--- src/rtl/pipeline_pkg.sv ---
// Shared constants and types for the pipeline hazard/forwarding controller.
package pipeline_pkg;

  // Forward-select encodings for the EX-stage operand muxes.
  localparam logic [1:0] FWD_REGFILE = 2'd0;
  localparam logic [1:0] FWD_WB      = 2'd1;
  localparam logic [1:0] FWD_MEM     = 2'd2;

  // Countdown width: covers the full MUL/DIV latency range (2..15).
  localparam int MD_CNT_W = 4;

  typedef logic [MD_CNT_W-1:0] md_cnt_t;

  // Scoreboard slot bookkeeping; the destination register is held alongside
  // in a separately parameterised array so RA_W can change per instance.
  typedef struct packed {
    logic    valid;
    md_cnt_t cnt;
  } sb_entry_t;

  // Control-row encoding {PCWrite, IF2ID_write, IF2ID_flush, ID2EX_flush}.
  localparam logic [3:0] CTRL_NORMAL = 4'b1100;
  localparam logic [3:0] CTRL_STALL  = 4'b0001;
  localparam logic [3:0] CTRL_JUMP   = 4'b1010;
  localparam logic [3:0] CTRL_BRANCH = 4'b1011;

endpackage

--- src/rtl/md_scoreboard.sv ---
// Destination-register scoreboard for in-flight MUL/DIV operations.
// Each slot counts down from MD_LAT-1; the slot at zero signals completion
// that cycle and frees itself on the following edge. Fixed latency plus at
// most one issue per cycle keeps completions in issue order, one per cycle.
module md_scoreboard
  import pipeline_pkg::*;
#(
  parameter int RA_W     = 5,
  parameter int MD_LAT   = 4,
  parameter int MD_SLOTS = 2
) (
  input  logic            clk,
  input  logic            rst_n,
  input  logic            issue_i,     // accepted issue (already qualified by stall)
  input  logic [RA_W-1:0] issue_rd_i,
  input  logic [RA_W-1:0] src_a_i,
  input  logic [RA_W-1:0] src_b_i,
  output logic            sb_hit_o,
  output logic            md_done_o,
  output logic [RA_W-1:0] md_done_rd_o,
  output logic            md_full_o
);

  localparam md_cnt_t CNT_INIT = md_cnt_t'(MD_LAT - 1);

  sb_entry_t       ent_q [MD_SLOTS];
  logic [RA_W-1:0] rd_q  [MD_SLOTS];
  logic [MD_SLOTS-1:0] alloc_oh;

  // Slot status decode: fullness, source hits, completion and lowest free slot.
  always_comb begin
    logic found;
    md_full_o    = 1'b1;
    sb_hit_o     = 1'b0;
    md_done_o    = 1'b0;
    md_done_rd_o = '0;
    alloc_oh     = '0;
    found        = 1'b0;
    for (int i = 0; i < MD_SLOTS; i++) begin
      if (!ent_q[i].valid) begin
        md_full_o = 1'b0;
        if (!found) begin
          alloc_oh[i] = 1'b1;
          found       = 1'b1;
        end
      end
      // Register 0 never creates a dependency even though it holds a slot.
      if (ent_q[i].valid && (rd_q[i] != '0) &&
          ((rd_q[i] == src_a_i) || (rd_q[i] == src_b_i))) begin
        sb_hit_o = 1'b1;
      end
      if (ent_q[i].valid && (ent_q[i].cnt == '0)) begin
        md_done_o    = 1'b1;
        md_done_rd_o = rd_q[i];
      end
    end
  end

  // Slot update: allocate on issue, count down, retire at zero.
  always_ff @(posedge clk or negedge rst_n) begin
    if (!rst_n) begin
      for (int i = 0; i < MD_SLOTS; i++) begin
        ent_q[i] <= '0;
        rd_q[i]  <= '0;
      end
    end else begin
      for (int i = 0; i < MD_SLOTS; i++) begin
        if (issue_i && alloc_oh[i]) begin
          ent_q[i].valid <= 1'b1;
          ent_q[i].cnt   <= CNT_INIT;
          rd_q[i]        <= issue_rd_i;
        end else if (ent_q[i].valid) begin
          if (ent_q[i].cnt == '0) begin
            ent_q[i].valid <= 1'b0;
          end else begin
            ent_q[i].cnt <= ent_q[i].cnt - 1'b1;
          end
        end
      end
    end
  end

endmodule

--- src/rtl/pipeline_hazard_ctrl.sv ---
// Forwarding and hazard controller for a 5-stage pipeline with a multi-cycle
// MUL/DIV unit. Produces EX/ID forward selects, load-use and MUL/DIV stalls,
// jump/branch flushes, and a saturating stall-cycle counter.
module pipeline_hazard_ctrl
  import pipeline_pkg::*;
#(
  parameter int RA_W     = 5,
  parameter int MD_LAT   = 4,
  parameter int MD_SLOTS = 2,
  parameter int CNT_W    = 16
) (
  input  logic             clk,
  input  logic             reset,
  input  logic             EX2MEM_RegWrite,
  input  logic             MEM2WB_RegWrite,
  input  logic [RA_W-1:0]  EX2MEM_Rd,
  input  logic [RA_W-1:0]  MEM2WB_Rd,
  input  logic [RA_W-1:0]  ID2EX_Rs,
  input  logic [RA_W-1:0]  ID2EX_Rt,
  input  logic [RA_W-1:0]  IF2ID_Rs,
  input  logic [RA_W-1:0]  IF2ID_Rt,
  input  logic             ID2EX_MemRead,
  input  logic             md_issue,
  input  logic [RA_W-1:0]  md_rd,
  input  logic             Jump,
  input  logic             Branch,
  output logic [1:0]       ForwardA,
  output logic [1:0]       ForwardB,
  output logic             ForwardC,
  output logic             ForwardD,
  output logic             PCWrite,
  output logic             IF2ID_write,
  output logic             IF2ID_flush,
  output logic             ID2EX_flush,
  output logic             md_done,
  output logic [RA_W-1:0]  md_done_rd,
  output logic             md_full,
  output logic [CNT_W-1:0] stall_cnt
);

  logic             ex_wr_ok;
  logic             wb_wr_ok;
  logic             load_use;
  logic             sb_hit;
  logic             stall;
  logic             md_accept;
  logic [3:0]       ctrl;
  logic [CNT_W-1:0] stall_cnt_q;
  logic [CNT_W-1:0] stall_cnt_d;

  // A stage only forwards when it writes a real (non-zero) register.
  assign ex_wr_ok = EX2MEM_RegWrite && (EX2MEM_Rd != '0);
  assign wb_wr_ok = MEM2WB_RegWrite && (MEM2WB_Rd != '0);

  // EX-stage operand selects: the younger EX/MEM result wins over MEM/WB.
  always_comb begin
    ForwardA = FWD_REGFILE;
    ForwardB = FWD_REGFILE;
    if (ex_wr_ok && (EX2MEM_Rd == ID2EX_Rs)) begin
      ForwardA = FWD_MEM;
    end else if (wb_wr_ok && (MEM2WB_Rd == ID2EX_Rs)) begin
      ForwardA = FWD_WB;
    end
    if (ex_wr_ok && (EX2MEM_Rd == ID2EX_Rt)) begin
      ForwardB = FWD_MEM;
    end else if (wb_wr_ok && (MEM2WB_Rd == ID2EX_Rt)) begin
      ForwardB = FWD_WB;
    end
  end

  // ID-stage read ports bypass the register file on a same-cycle writeback.
  assign ForwardC = wb_wr_ok && (MEM2WB_Rd == IF2ID_Rs);
  assign ForwardD = wb_wr_ok && (MEM2WB_Rd == IF2ID_Rt);

  // A load in EX whose target is read by the instruction in ID.
  assign load_use = ID2EX_MemRead && (ID2EX_Rt != '0) &&
                    ((ID2EX_Rt == IF2ID_Rs) || (ID2EX_Rt == IF2ID_Rt));

  // A full scoreboard cannot take another MUL/DIV, so that issue stalls too.
  assign stall     = load_use || sb_hit || (md_full && md_issue);
  assign md_accept = md_issue && !stall;

  md_scoreboard #(
    .RA_W     (RA_W),
    .MD_LAT   (MD_LAT),
    .MD_SLOTS (MD_SLOTS)
  ) u_md_scoreboard (
    .clk          (clk),
    .rst_n        (reset),
    .issue_i      (md_accept),
    .issue_rd_i   (md_rd),
    .src_a_i      (IF2ID_Rs),
    .src_b_i      (IF2ID_Rt),
    .sb_hit_o     (sb_hit),
    .md_done_o    (md_done),
    .md_done_rd_o (md_done_rd),
    .md_full_o    (md_full)
  );

  // Pipeline control rows; a taken branch overrides a stall because the
  // stalled instruction sits on the wrong path and is flushed anyway.
  always_comb begin
    ctrl = CTRL_NORMAL;
    if (Branch && stall) begin
      ctrl = CTRL_BRANCH;
    end else if (stall) begin
      ctrl = CTRL_STALL;
    end else if (Jump) begin
      ctrl = CTRL_JUMP;
    end else if (Branch) begin
      ctrl = CTRL_BRANCH;
    end
  end

  assign {PCWrite, IF2ID_write, IF2ID_flush, ID2EX_flush} = ctrl;

  // Saturating increment of the stall-cycle counter.
  always_comb begin
    stall_cnt_d = stall_cnt_q;
    if (stall && (stall_cnt_q != '1)) begin
      stall_cnt_d = stall_cnt_q + 1'b1;
    end
  end

  // Stall-cycle performance counter register.
  always_ff @(posedge clk or negedge reset) begin
    if (!reset) begin
      stall_cnt_q <= '0;
    end else begin
      stall_cnt_q <= stall_cnt_d;
    end
  end

  assign stall_cnt = stall_cnt_q;

endmodule
--- config.mk ---
export PLATFORM = sky130hd
export DESIGN_NAME = pipeline_hazard_ctrl
export DESIGN_NICKNAME = d
export VERILOG_FILES = /design/src/rtl/pipeline_pkg.sv /design/src/rtl/md_scoreboard.sv /design/src/rtl/pipeline_hazard_ctrl.sv
export SDC_FILE = /design/constraint.sdc
export NUM_CORES = 1
export LEC_CHECK = 0
export ABC_AREA = 1
export BUFFER_PORTS_ARGS = -buffer_cell sky130_fd_sc_hd__buf_2
export CAP_MARGIN = 10
export CORE_ASPECT_RATIO = 1.25
export CORE_MARGIN = 2
export CORE_UTILIZATION = 45
export CTS_BUF_LIST = sky130_fd_sc_hd__clkbuf_4 sky130_fd_sc_hd__clkbuf_8
export CTS_CLUSTER_SIZE = 12
export DETAILED_ROUTE_END_ITERATION = 6
export PLACE_DENSITY = 0.82
export SETUP_SLACK_MARGIN = 0.1
export SYNTH_ARGS = -nofsm -noshare
export SYNTH_HDL_FRONTEND = slang
export SYNTH_SLANG_ARGS = --single-unit
--- constraint.sdc ---
create_clock -name clk -period 2 [get_ports clk]
set_input_delay 0.1 -clock clk [delete_from_list [all_inputs] [get_ports clk]]
set_output_delay 0.1 -clock clk [all_outputs]
set_load 0.02 [all_outputs]
==> run summary <==
Outcome: complete, but fails checks
Failing checks: setup timing
Setup tns final: -0.0635 ns
Fmax: 0.487 GHz
Leakage Power: 2.06 nW
EDFF count, synth: 0
Commonest non-fill, non-tap cell in the layout: nand2_1
Worst rel slew slack: 47.4%
Register area share after synthesis: 31.0%
Area of the die: 0.00712 sq mm
RSZ-0062 raised after global routing: yes
Grt ovf: 0
Number of buffers created by CTS: 5
Area of the multi-input gates: 0.00198 sq mm
Simple-gate portion of the synthesized area: 36.0%
Starting DRT DRC Count: 183
FP Rows: 32
Final RePlAce weighted congestion: 0.909
Total wire length: 8860 um
Top_reg_cell synth: dfrtp_1
Final Power: 4.58 mW
Placed cell count: 576
Drt first pass iters: 4
Final period util: 103%
Boundary Pins: 76
Final Setup Violations: 3
Worst Hold Class: in -> reg
Starting density of the core: 46.8%
Largest net degree at the start of global routing: 37
#FFs+latches synth: 36
Yosys warning count: 0
Antenna Nets Post-Route: 0
Max Buffers Root-to-Sink: 2
WL/cell: 14.6 um
Clk root buf: clkbuf_8
Max-cap violations: 0
Avg Inst Size Synth: 6.80 sq um
Power Density: 1170 mW/mm^2
Post-DP HPWL: 5740 um
Crit path kind: reg -> reg
Crit path required time: 2.22 ns
Die W: 75.9 um
Final Hold Viols: 0
Async SR Flop Fraction: 100%
Area delta synth->final: 35.2%
Initial antenna violation count: 0
Register-to-Register Path Depth: 11
Antenna Cells: 0
Slew @ Worst Pin: 0.788 ns
# port buffers: 75
Post-synthesis mux area share: 0.776%
Slew Limit Fails: 0
Clk sink count: 36
Synth Area in Adders: 1.72%
Core area: 0.00621 sq mm
Worst vdd ir: 1.01 mV
Number of remaining DRC errors: 0
Via count: 3,173
Filler cells: 514
Worst EP arrival: 2.28 ns
Clock Pin Slew Worst Setup and Hold Paths: 0.07 ns
Max Clock Skew: 0.00689 ns
Compound-gate portion of the synthesized area: 5.00%
Netlist cell types: 33
XOR/XNOR Fraction of Synth Area: 16.2%
Tmin final: 2.05 ns
Crit path setup slack, layout: -0.0550 ns
Nets@finish: 569
Cell Count, Final, Fillers Out: 607
Util after Layout: 63.3%
Seq. cell area: 905 sq um
Clock Latency Late Sink: 0.30 ns
Worst hold path stage count: 3
Worst setup SP type: flop
Setup crit end kind: flop
Vias/cell: 5.23
Layout cells sized above 1: 33.9%
# H-tree levels: 2
Commonest non-fill, non-tap cells in the layout: 118 x nand2_1, 69 x buf_2, 39 x inv_1
Synth Instances: 427
Die H: 93.8 um
Net Count, Synth: 474
First-pass GRT wire length: 12,000 um
Largest family of logic cells by synthesized area: simple AND/OR/NAND/NOR gates
Vias in the first global route: 2,858
GRT Total Usage: 22.0%
CTS tree: yes
CP max FO: 7
Area of the mapped netlist: 0.00290 sq mm
## cell families (layout without fill, tap and decap cells)
family,Yosys count,count (layout)
buffers and inverters,65,158
adder cells (fa/ha/maj),4,4
XOR/XNOR,53,53
flip-flops,36,36
multiplexers,2,2
AND/OR/NAND/NOR,240,242
AO/OA/AOI/OAI,27,27
## flip-flops by register name (all words and copies together), names as in the netlist
name                   count
u_md_scoreboard.rd_q      10
u_md_scoreboard.ent_q     10
stall_cnt                 16
## metal layers
layer,track usage (%),wire length [um]
met5,0,0
met4,8.63,324
met3,4.18,525
met2,40.9,4750
met1,23.2,3260
## Yosys cell counts (2+ instances only)
cell / number / share of area, %
nand2_1: 144 / 19
clkbuf_2: 4 / 0.69
ha_1: 4 / 1.7
buf_2: 6 / 1.0
clkbuf_1: 4 / 0.52
nor4_1: 8 / 1.7
nor2_2: 2 / 0.43
nand3_1: 35 / 6.0
inv_1: 47 / 6.1
o22ai_1: 4 / 0.86
o21ai_0: 12 / 2.1
dfrtp_1: 36 / 31
nand4_1: 6 / 1.3
xnor2_1: 30 / 9.0
nor3_1: 7 / 1.2
or2_2: 2 / 0.43
nand3_2: 4 / 1.4
nor2_1: 28 / 3.6
o21ai_1: 8 / 1.4
xor2_1: 22 / 6.6
mux2_2: 2 / 0.78
## critical path, stage by stage (launching register included)
cell       delay (ns)
dfrtp_1          0.48
inv_1            0.14
nor2_1           0.22
nand3_4          0.13
nor2_4           0.14
nand2_2          0.08
nor3b_2          0.22
nand2_2          0.11
nand2_4          0.12
clkbuf_16        0.18
nand2_2          0.06
nand2_1          0.11
## stage by stage
stage                     cell area [sq um]  hold WS, ns  setup slack, ns
after floorplan                        2910       -0.196            0.164
after global placement                 3360        0.224            0.171
after detailed placement               3360        0.232           0.0948
after CTS                              3560       0.0647           0.0593
after global routing                   3930       0.0736           -0.166
final                                  3930       0.0583          -0.0550
## layout make-up
type	count	share of cell area, %
well taps	85	2.71
flip-flops and latches	36	23.0
repair buffers	103	16.8
clock buffers	7	2.45
multi-input cells	328	50.4
inverters	48	4.65
## what timing repair did
item	in CTS	in global routing
hold buffers	1	0
setup buffers	7	13
cloned	0	3
pin swaps	2	23
hold endpoints to repair	36	0
setup endpoints to repair	8	42
gates resized for setup	17	68
## final timing paths
| check | start | end | slack, ns |
|---|---|---|---|
| worst max-delay path | stall_cnt[6]$_DFFE_PN0P_ | stall_cnt[3]$_DFFE_PN0P_ | -0.05 |
| worst min-delay path | md_rd[0] | u_md_scoreboard.rd_q[5]$_DFFE_PN0N_ | 0.06 |
| max in group asynchronous | reset | stall_cnt[1]$_DFFE_PN0P_ | 1.02 |
| worst max register to register | stall_cnt[6]$_DFFE_PN0P_ | stall_cnt[3]$_DFFE_PN0P_ | -0.05 |
| worst min register to register | u_md_scoreboard.ent_q[3]$_DFFE_PN0P_ | u_md_scoreboard.ent_q[3]$_DFFE_PN0P_ | 0.55 |
| min in group asynchronous | reset | stall_cnt[10]$_DFFE_PN0P_ | 0.43 |
## power by group
group	internal [mW]	total, mW	switching [mW]
Combinational	1.17	2.73	1.56
Clock	0.307	0.562	0.255
Sequential	0.972	1.29	0.316
(Power assumes the default switching activity.)
